==> config.mk <==
export PLATFORM = sky130hd
export DESIGN_NAME = bullet_pool
export DESIGN_NICKNAME = d
export VERILOG_FILES = /design/src/rtl/bullet_pkg.sv /design/src/rtl/bullet_slot.sv /design/src/rtl/bullet_pool.sv
export SDC_FILE = /design/constraint.sdc
export NUM_CORES = 1
export LEC_CHECK = 0
export ABC_AREA = 1
export CELL_PAD_IN_SITES_DETAIL_PLACEMENT = 0
export CELL_PAD_IN_SITES_GLOBAL_PLACEMENT = 2
export CORE_MARGIN = 3
export CORE_UTILIZATION = 35
export CTS_BUF_LIST = sky130_fd_sc_hd__clkbuf_16
export DETAILED_ROUTE_END_ITERATION = 10
export GPL_TIMING_DRIVEN = 1
export PLACE_DENSITY = 0.84
export SYNTH_ARGS = -nofsm -noshare
export SYNTH_HDL_FRONTEND = slang
export SYNTH_HIERARCHICAL = 1
export SYNTH_SLANG_ARGS = --single-unit
==> constraint.sdc <==
create_clock -name Clk -period 3.7 [get_ports Clk]
set_clock_uncertainty 0.05 [all_clocks]
set_input_delay 1.11 -clock Clk [delete_from_list [all_inputs] [get_ports Clk]]
set_output_delay 1.11 -clock Clk [all_outputs]
set_load 0.02 [all_outputs]
==> src/rtl/bullet_pkg.sv <==
// Shared types and helpers for the bullet pool: slot state, allocation result,
// screen constants and the lowest-free-slot search.
package bullet_pkg;
  localparam int SCREEN_W  = 640;
  localparam int SCREEN_H  = 480;
  localparam int MAX_SLOTS = 16;

  typedef struct packed {
    logic       active;
    logic [9:0] x;
    logic [9:0] y;
  } bullet_t;

  typedef struct packed {
    logic       valid;
    logic [3:0] idx;
  } alloc_t;

  // Pad unused upper bits of the mask with 1s so they never look free.
  function automatic alloc_t first_free(input logic [MAX_SLOTS-1:0] mask);
    alloc_t r;
    r = '0;
    for (int i = MAX_SLOTS-1; i >= 0; i--)
      if (!mask[i]) begin
        r.valid = 1'b1;
        r.idx   = 4'(i);
      end
    return r;
  endfunction
endpackage

==> src/rtl/bullet_slot.sv <==
// One projectile slot: clear > spawn > move priority, plus its own pixel cover.
module bullet_slot #(
  parameter int SPEED    = 4,
  parameter int DIR_UP   = 1,
  parameter int SPAWN_Y  = 440,
  parameter int BW       = 2,
  parameter int BH       = 8,
  parameter int SCREEN_H = 480
) (
  input  logic       clk_i,
  input  logic       rst_ni,
  input  logic       clr_i,
  input  logic       spawn_i,
  input  logic       tick_i,
  input  logic [9:0] spawn_x_i,
  input  logic [9:0] draw_x_i,
  input  logic [9:0] draw_y_i,
  output logic       active_o,
  output logic       cover_o
);
  import bullet_pkg::*;

  bullet_t     st_q, st_d;
  logic [10:0] x_ext, y_ext, y_dn, dx, dy;

  assign x_ext = {1'b0, st_q.x};
  assign y_ext = {1'b0, st_q.y};
  assign y_dn  = y_ext + 11'(SPEED);
  assign dx    = {1'b0, draw_x_i};
  assign dy    = {1'b0, draw_y_i};

  always_comb begin
    st_d = st_q;
    if (clr_i) begin
      st_d.active = 1'b0;
    end else if (spawn_i) begin
      st_d.active = 1'b1;
      st_d.x      = spawn_x_i;
      st_d.y      = 10'(SPAWN_Y);
    end else if (tick_i && st_q.active) begin
      // Leaving the screen retires the slot instead of wrapping.
      if (DIR_UP != 0) begin
        if (y_ext < 11'(SPEED)) st_d.active = 1'b0;
        else                    st_d.y      = st_q.y - 10'(SPEED);
      end else begin
        if (y_dn >= 11'(SCREEN_H)) st_d.active = 1'b0;
        else                       st_d.y      = y_dn[9:0];
      end
    end
  end

  always_ff @(posedge clk_i or negedge rst_ni)
    if (!rst_ni) st_q <= '0;
    else         st_q <= st_d;

  assign active_o = st_q.active;
  assign cover_o  = st_q.active && (dx >= x_ext) && (dx < x_ext + 11'(BW))
                                && (dy >= y_ext) && (dy < y_ext + 11'(BH));
endmodule

==> src/rtl/bullet_pool.sv <==
// Multi-projectile manager: fire allocator with cooldown, frame-tick motion,
// hit clearing and per-pixel coverage reduction over NUM_BULLETS slots.
module bullet_pool #(
  parameter int NUM_BULLETS = 4,
  parameter int SPEED       = 4,
  parameter int DIR_UP      = 1,
  parameter int COOLDOWN    = 8,
  parameter int SPAWN_Y     = 440,
  parameter int X_OFFSET    = 12,
  parameter int BW          = 2,
  parameter int BH          = 8,
  parameter int SCREEN_H    = 480
) (
  input  logic                   Clk,
  input  logic                   Reset_n,
  input  logic                   frame_clk,
  input  logic                   enable,
  input  logic                   fire,
  input  logic [9:0]             spawn_x,
  input  logic                   hit_valid,
  input  logic [3:0]             hit_idx,
  input  logic [9:0]             DrawX,
  input  logic [9:0]             DrawY,
  output logic                   bullet_on,
  output logic [3:0]             bullet_idx,
  output logic [NUM_BULLETS-1:0] active_mask,
  output logic [4:0]             active_count,
  output logic                   fire_ack,
  output logic                   fire_drop
);
  import bullet_pkg::*;

  localparam int CDW = $clog2(COOLDOWN + 2);

  logic                   fs1_q, fs2_q, frame_prev_q, fire_prev_q;
  logic                   ack_q, drop_q;
  logic [CDW-1:0]         cd_q, cd_d;
  logic                   tick, fire_edge, armed, accept, reject;
  logic [NUM_BULLETS-1:0] act, cov, clr, spawn;
  logic [MAX_SLOTS-1:0]   mask_ext;
  logic [9:0]             sx;
  alloc_t                 ff;

  assign tick      = fs2_q & ~frame_prev_q;
  assign fire_edge = fire & ~fire_prev_q;
  assign sx        = spawn_x + 10'(X_OFFSET);

  always_comb begin
    mask_ext                = '1;
    mask_ext[NUM_BULLETS-1:0] = act;
  end

  // Allocation uses the pre-hit mask, so a slot freed this cycle waits a cycle.
  assign ff     = first_free(mask_ext);
  assign armed  = fire_edge & enable & (cd_q == '0);
  assign accept = armed & ff.valid;
  assign reject = armed & ~ff.valid;

  for (genvar i = 0; i < NUM_BULLETS; i++) begin : g_slot
    assign clr[i]   = ~enable | (hit_valid & (hit_idx == 4'(i)) & act[i]);
    assign spawn[i] = accept & (ff.idx == 4'(i));

    bullet_slot #(
      .SPEED(SPEED), .DIR_UP(DIR_UP), .SPAWN_Y(SPAWN_Y),
      .BW(BW), .BH(BH), .SCREEN_H(SCREEN_H)
    ) u_slot (
      .clk_i(Clk), .rst_ni(Reset_n), .clr_i(clr[i]), .spawn_i(spawn[i]),
      .tick_i(tick), .spawn_x_i(sx), .draw_x_i(DrawX), .draw_y_i(DrawY),
      .active_o(act[i]), .cover_o(cov[i])
    );
  end

  always_comb begin
    cd_d = cd_q;
    if (!enable)                  cd_d = '0;
    else if (accept)              cd_d = CDW'(COOLDOWN);
    else if (tick && cd_q != '0)  cd_d = cd_q - 1'b1;
  end

  always_ff @(posedge Clk or negedge Reset_n)
    if (!Reset_n) begin
      fs1_q        <= 1'b0;
      fs2_q        <= 1'b0;
      frame_prev_q <= 1'b0;
      fire_prev_q  <= 1'b0;
      cd_q         <= '0;
      ack_q        <= 1'b0;
      drop_q       <= 1'b0;
    end else begin
      fs1_q        <= frame_clk;
      fs2_q        <= fs1_q;
      frame_prev_q <= fs2_q;
      fire_prev_q  <= fire;
      cd_q         <= cd_d;
      ack_q        <= accept;
      drop_q       <= reject;
    end

  always_comb begin
    active_count = '0;
    bullet_idx   = '0;
    for (int i = 0; i < NUM_BULLETS; i++) active_count = active_count + 5'(act[i]);
    for (int i = NUM_BULLETS-1; i >= 0; i--) if (cov[i]) bullet_idx = 4'(i);
  end

  assign bullet_on   = |cov;
  assign active_mask = act;
  assign fire_ack    = ack_q;
  assign fire_drop   = drop_q;
endmodule

* Yosys cells after proc, flatten, opt, wreduce, memory -nomap -nowiden
Index checks and enable logic that the tools add are counted.
** Word-level totals
- Bits in registers :: 94
- Latch bits :: 0
- Bits in writable memories :: 0
- Memory bits (read-only) :: 0
- Input bits :: 40
- Logic and storage cells :: 186
- Memories :: 0
** Operators by class
- $add $sub $neg :: 17
- $mul :: 0
- Div/mod/pow operators :: 0
- Magnitude comparators :: 20
- Equal/unequal tests :: 11
- Shift operators :: 0
- Mux-type cells :: 39
- Bitwise operators :: 30
- Reductions and logical operators :: 50
** Operators with widths (number)
- two-way mux 10 bit :: 12
- < comparator 10 x 11 -> 1 bit :: 8
- >= comparator 10 bit :: 8
- adder 10 x 2 -> 11 bit, second input constant :: 4
- adder 10 x 4 -> 11 bit, second input constant :: 4
- < comparator 10 x 3 -> 1 bit, second input constant :: 4
- subtractor 10 x 3 -> 10 bit, second input constant :: 4
- nonzero test 3 bit :: 8
- logical AND 1 bit :: 21
- two-way mux 5 bit :: 4
- AND 1 bit :: 18
- == test 4 x 2 -> 1 bit, second input constant :: 4
- two-way mux 1 bit :: 16
- AND reduction 2 bit :: 8
- zero test 4 bit :: 3
- two-way mux 4 bit :: 3
- AND reduction 3 bit :: 4
- adder 10 x 4 -> 10 bit, second input constant :: 1
- == test 4 x 1 -> 1 bit, second input constant :: 2
- two-way mux 2 bit :: 4
- != test 2 x 1 -> 1 bit, second input constant :: 4
- NOT 1 bit :: 8
- nonzero test 2 bit :: 4
- adder 3 x 1 -> 4 bit :: 1
- other kinds (7) :: 10

* Depth between registers and ports, before layout
- Depth after elaboration :: 9
- Depth in mapped cells :: 19

* Cells and area by module
Netlist, hierarchy kept.
** By module, submodules not included
- bullet_slot (g_slot[0].u_slot ...) :: times used 3, cells an instance 284, area an instance 2030.7 sq um, sequential area each 475.5 sq um
- bullet_slot (g_slot[2].u_slot) :: times used 1, cells an instance 286, area an instance 2031.9 sq um, sequential area each 475.5 sq um
- bullet_pool :: times used 1, cells an instance 109, area an instance 774.5 sq um, sequential area each 250.2 sq um

* Worst setup path after synthesis
OpenSTA, ideal clock, no wires.
- Kind :: input to output
- From :: input port DrawX[9]
- To :: output port bullet_idx[1]
- Arrival :: 2564 ps
- Data required time :: 2540 ps
- Setup slack :: -24 ps
- Stages on the path :: 13
- Buffers on the path :: 0
- Path through :: ha_1 nand2_1 nor2_1 nand2_1 nand2_1 nand2_1 nand3_1 nand3_1 nor2_1 nand2_1 inv_1 nor2_1 nor3_1
** On the way
- Elaborated cells between the ends (all ways) :: 28
- Classes of those cells :: order compare: 8; mux: 4; reduce/logical: 16
** RTL lines
- start, declared :: RTL line bullet_pool.sv:22 : input logic [9:0] DrawX,
- >= comparator 10 bit :: RTL line bullet_slot.sv:57 : assign cover_o = st_q.active && (dx >= x_ext) && (dx < x_ext + 11'(BW))
- logical AND 1 bit :: RTL line bullet_slot.sv:57
- logical AND 1 bit (*) :: RTL line bullet_slot.sv:57
- logical AND 1 bit (*) (2 in a row) :: RTL line bullet_slot.sv:58 : && (dy >= y_ext) && (dy < y_ext + 11'(BH));
- via cov[2] :: RTL line bullet_pool.sv:39 : logic [NUM_BULLETS-1:0] act, cov, clr, spawn;
- two-way mux 2 bit (*) (3 in a row) :: RTL line bullet_pool.sv:103 : for (int i = NUM_BULLETS-1; i >= 0; i--) if (cov[i]) bullet_idx = 4'(i);
- end, declared :: RTL line bullet_pool.sv:25 : output logic [3:0] bullet_idx,
Mark *: on every way through the listed nets, which the timed path passes. The rest lies on a longest branch.

* Worst setup path after layout
- From :: input port DrawX[9]
- To :: output port bullet_idx[0]
The elaborated chain is that of the path after synthesis.

==> metrics.md <==
| Metric | Value |
|---|---|
| # hold bufs at CTS | 0 |
| Pwr per Cell Area | 392 mW/mm^2 |
| Failing checks | setup timing |
| Setup WS post-layout | -0.251 ns |
| Critical path class | input port to output port |
| Initial core utilization | 36.1% |
| Final hold vios | 0 |
| First-pass GRT wire length | 40.6 mm |
| Leakage power | 6.07 nW |
| Initial DRT Pass Iterations | 5 |
| Vias per cell | 4.67 |
| Tmin final | 3.95 ns |
| TritonCTS clock tree | yes |
| Layout cells sized above 1 | 23.2% |
| Status | complete, but fails checks |
| Total CTS buffers | 9 |
| Most frequent cell after synthesis | nand2_1 |
| Hpwl dp | 20.0 mm |
| Worst hold stages | 0 |
| Clock Power Share | 18.7% |
| Switching pwr | 1.92 mW |
| Synth top area share | 24.2% |
| Clock sinks | 86 |
| Post-Syn Area per Cell | 7.14 sq um |
| WP data required | 2.54 ns |
| Min-delay worst type | flip-flop to flip-flop |
| GPL Wtd Cong | 0.848 |
| Async S/R FF share, synth | 100% |
| Antenna cell count | 0 |
| Register area share after synthesis | 24.2% |
| Main synth FF type | dfrtp_1 |
| Area Overhead vs Synth | 31.7% |
| Comb pwr share | 54.8% |
| Finished Cell Area | 0.0117 sq mm |
| Average routed wire per standard cell | 14.2 microns |
| Area of the multi-input gates | 0.00654 sq mm |
| Largest net degree at the start of global routing | 41 |
| Sequential share of power | 26.6% |
| Final cell count without fillers | 1767 |
| Core area | 0.0247 sq mm |
| #FFs+latches synth | 86 |
| Via Count | 8252 |
| Reg2reg end | g_slot[3].u_slot/st_q[6] |
| Die area | 0.0274 sq mm |
| RSZ-0062 raised after global routing | yes |
| Max-slew violations | 0 |
| FP Rows | 57 |
| Reg2Reg Depth | 12 |
| Fillers | 2571 |
| Synth cell types | 33 |
| Total Wirelength | 25.2 mm |
| Synth Warn # | 6 |
| Port buffer count | 49 |
| Vias in the first global route | 7891 |
| Worst Tran Pin Value | 0.670 ns |
| Fin util | 47.5% |
| Initial antenna violation count | 0 |
| Place WS | -1.28 ns |
| Layout Nets | 1640 |
| H-tree depth | 3 |
| Worst hold start | fs1_q |
| DRC Markers | 0 |
| Die Span Y | 165 microns |
| CP Max Fanout | 6 |
| Final Cycle Share | 107% |
| Worst vdd ir | 0.196 mV |
| Max-cap violation count | 0 |
| Switching Fraction | 41.8% |
| Post-synthesis cell count | 1247 |
| FF+latch area | 0.00215 sq mm |
| Fmax achieved | 0.253 GHz |
| Area post-placement | 0.0107 sq mm |
| Clock root buffer master | clkbuf_16 |
| Top post-synthesis cells by area | dfrtp_1, ha_1, nand2_1, inv_1, xor2_1 |
| R2r setup slk | 1.09 ns |
| Int Power | 2.67 mW |
| Syn Std Cell Area | 0.00890 sq mm |
| Most frequent cells after synthesis | nand2_1, inv_1, ha_1 |
| Worst-Skew Late Latency | 0.35 ns |
| DR iter-0 viols | 431 |
| Endpoint class of the critical path | output port |
| Post-synth EDFFs | 0 |
| CP Launch Type | input port |
| Reg-to-Reg Start | cd_q[0] |
| Cells after DPL | 1743 |
| Post-route ant nets | 0 |
| GRT Overall Usage | 19.0% |
| Worst path arrival time | 2.79 ns |
| Ports | 56 |
| Rel. slew slack | 55.0% |
| Final setup viols | 3 |
| Width of the die | 165 microns |
| Worst Hold Endpoint | fs2_q |
| Clock slew at reported path FFs | 0.07 ns |
| CTS Buffer Depth | 2 |
| Grt ovf | 0 |
| Synth area leader | dfrtp_1 |
==> worst max-delay path by stage <==
stage | cells past startpoint | from | endpoint | slack, ns
floorplan | 13 | DrawX[9] | bullet_idx[0] | 0.13
global placement | 13 | DrawX[4] | bullet_idx[1] | -1.31
detailed placement | 16 | DrawX[9] | bullet_idx[0] | -1.28
CTS | 19 | DrawY[8] | bullet_idx[0] | -0.28
global route | 20 | g_slot[3].u_slot/st_q[3] | bullet_idx[1] | -0.46
finish | 17 | DrawX[9] | bullet_idx[0] | -0.25
==> per-layer routing <==
layer / part of all wire, % / track usage, % / up-vias
met5: 0 / 0 / -
met4: 1.6 / 4.35 / 0
met3: 1.8 / 1.75 / 20
met2: 47 / 32.0 / 81
met1: 50 / 26.3 / 3785
li1: - / - / 4366
==> per-stage QoR <==
| stage | hold slack, ns | TNS, ns | power (mW) |
|---|---|---|---|
| after floorplan | 0.281 | 0 | 2.63 |
| after global placement | 0.287 | -3.84 | 3.45 |
| after detailed placement | 0.292 | -3.79 | 3.46 |
| after CTS | 0.308 | -0.737 | 4.53 |
| after global routing | 0.332 | -1.25 | 5.05 |
| final | 0.304 | -0.644 | 4.60 |
==> kinds of logic (layout without fill, tap and decap cells) <==
| group | count (synthesis) | count (layout) | synth area share (%) |
|---|---|---|---|
| XOR/XNOR | 60 | 60 | 5.91 |
| buffers and inverters | 226 | 419 | 10.0 |
| adder cells (fa/ha/maj) | 162 | 162 | 22.9 |
| flip-flops | 86 | 86 | 24.2 |
| other | 1 | 4 | 0.0421 |
| AO/OA/AOI/OAI | 168 | 168 | 10.8 |
| AND/OR/NAND/NOR | 544 | 544 | 26.2 |
==> repair_timing <==
action                                  4_1_cts  5_1_grt
setup buffers                                 6        5
endpoints found under the setup margin        3        3
gates resized for setup                     188       40
gates cloned                                  0        0
pin swaps                                    59       25
==> flip-flops by register name, summed over array words and instances, names as in the netlist <==
signal,flops
frame_prev_q,1
fire_ack,1
g_slot.u_slot/st_q,72
fs2_q,1
fs1_q,1
g_slot.u_slot/active_o,4
cd_q,4
fire_prev_q,1
fire_drop,1
==> cell type report <==
type | instances | area share, %
Clock buffer | 9 | 1.92
Clock inverter | 7 | 0.363
Inverter | 210 | 6.73
Multi-Input combinational cell | 938 | 55.9
Sequential cell | 86 | 18.4
Tap cell | 324 | 3.46
Timing Repair Buffer | 193 | 13.3
==> worst max-delay path, cell delays in order <==
cell and delay (ns):
buf_2 0.17, buf_6 0.14, ha_4 0.27, nand2_4 0.05
nor2_4 0.11, nand2_1 0.06, nand2_1 0.06, nand2_1 0.06
nand3_2 0.10, nand3_2 0.09, nor2_2 0.08, nand2_1 0.06
inv_2 0.08, inv_2 0.04, a21oi_2 0.12, nor2_1 0.05
buf_4 0.15
==> power groups by stage <==
stage	clock network (mW)	logic, mW	registers, mW
floorplan	0	1.39	1.24
global placement	0	2.22	1.24
detailed placement	0	2.22	1.24
CTS	0.883	2.43	1.22
global route	0.930	2.88	1.25
finish	0.858	2.52	1.22
==> layout by cell type (no fill, tap or decap), types with 5 or more instances in the layout <==
cell and instances:
nand3_1 60, nor2_2 20, ha_4 33, nor2_1 60, buf_6 10, xnor2_1 11, o21ai_1 35, nand3_2 9
nand4_1 7, a21o_1 8, clkdlybuf4s50_1 27, nor3_2 5, nand2_2 27, a21oi_1 36, o21ai_0 64, dfrtp_1 86
buf_2 14, inv_1 186, buf_4 138, nor2_4 11, xor2_1 48, inv_2 25, a21oi_2 6, clkbuf_16 9
ha_1 126, nand2_1 329
No activity file was read; power rests on OpenSTA's default activity.
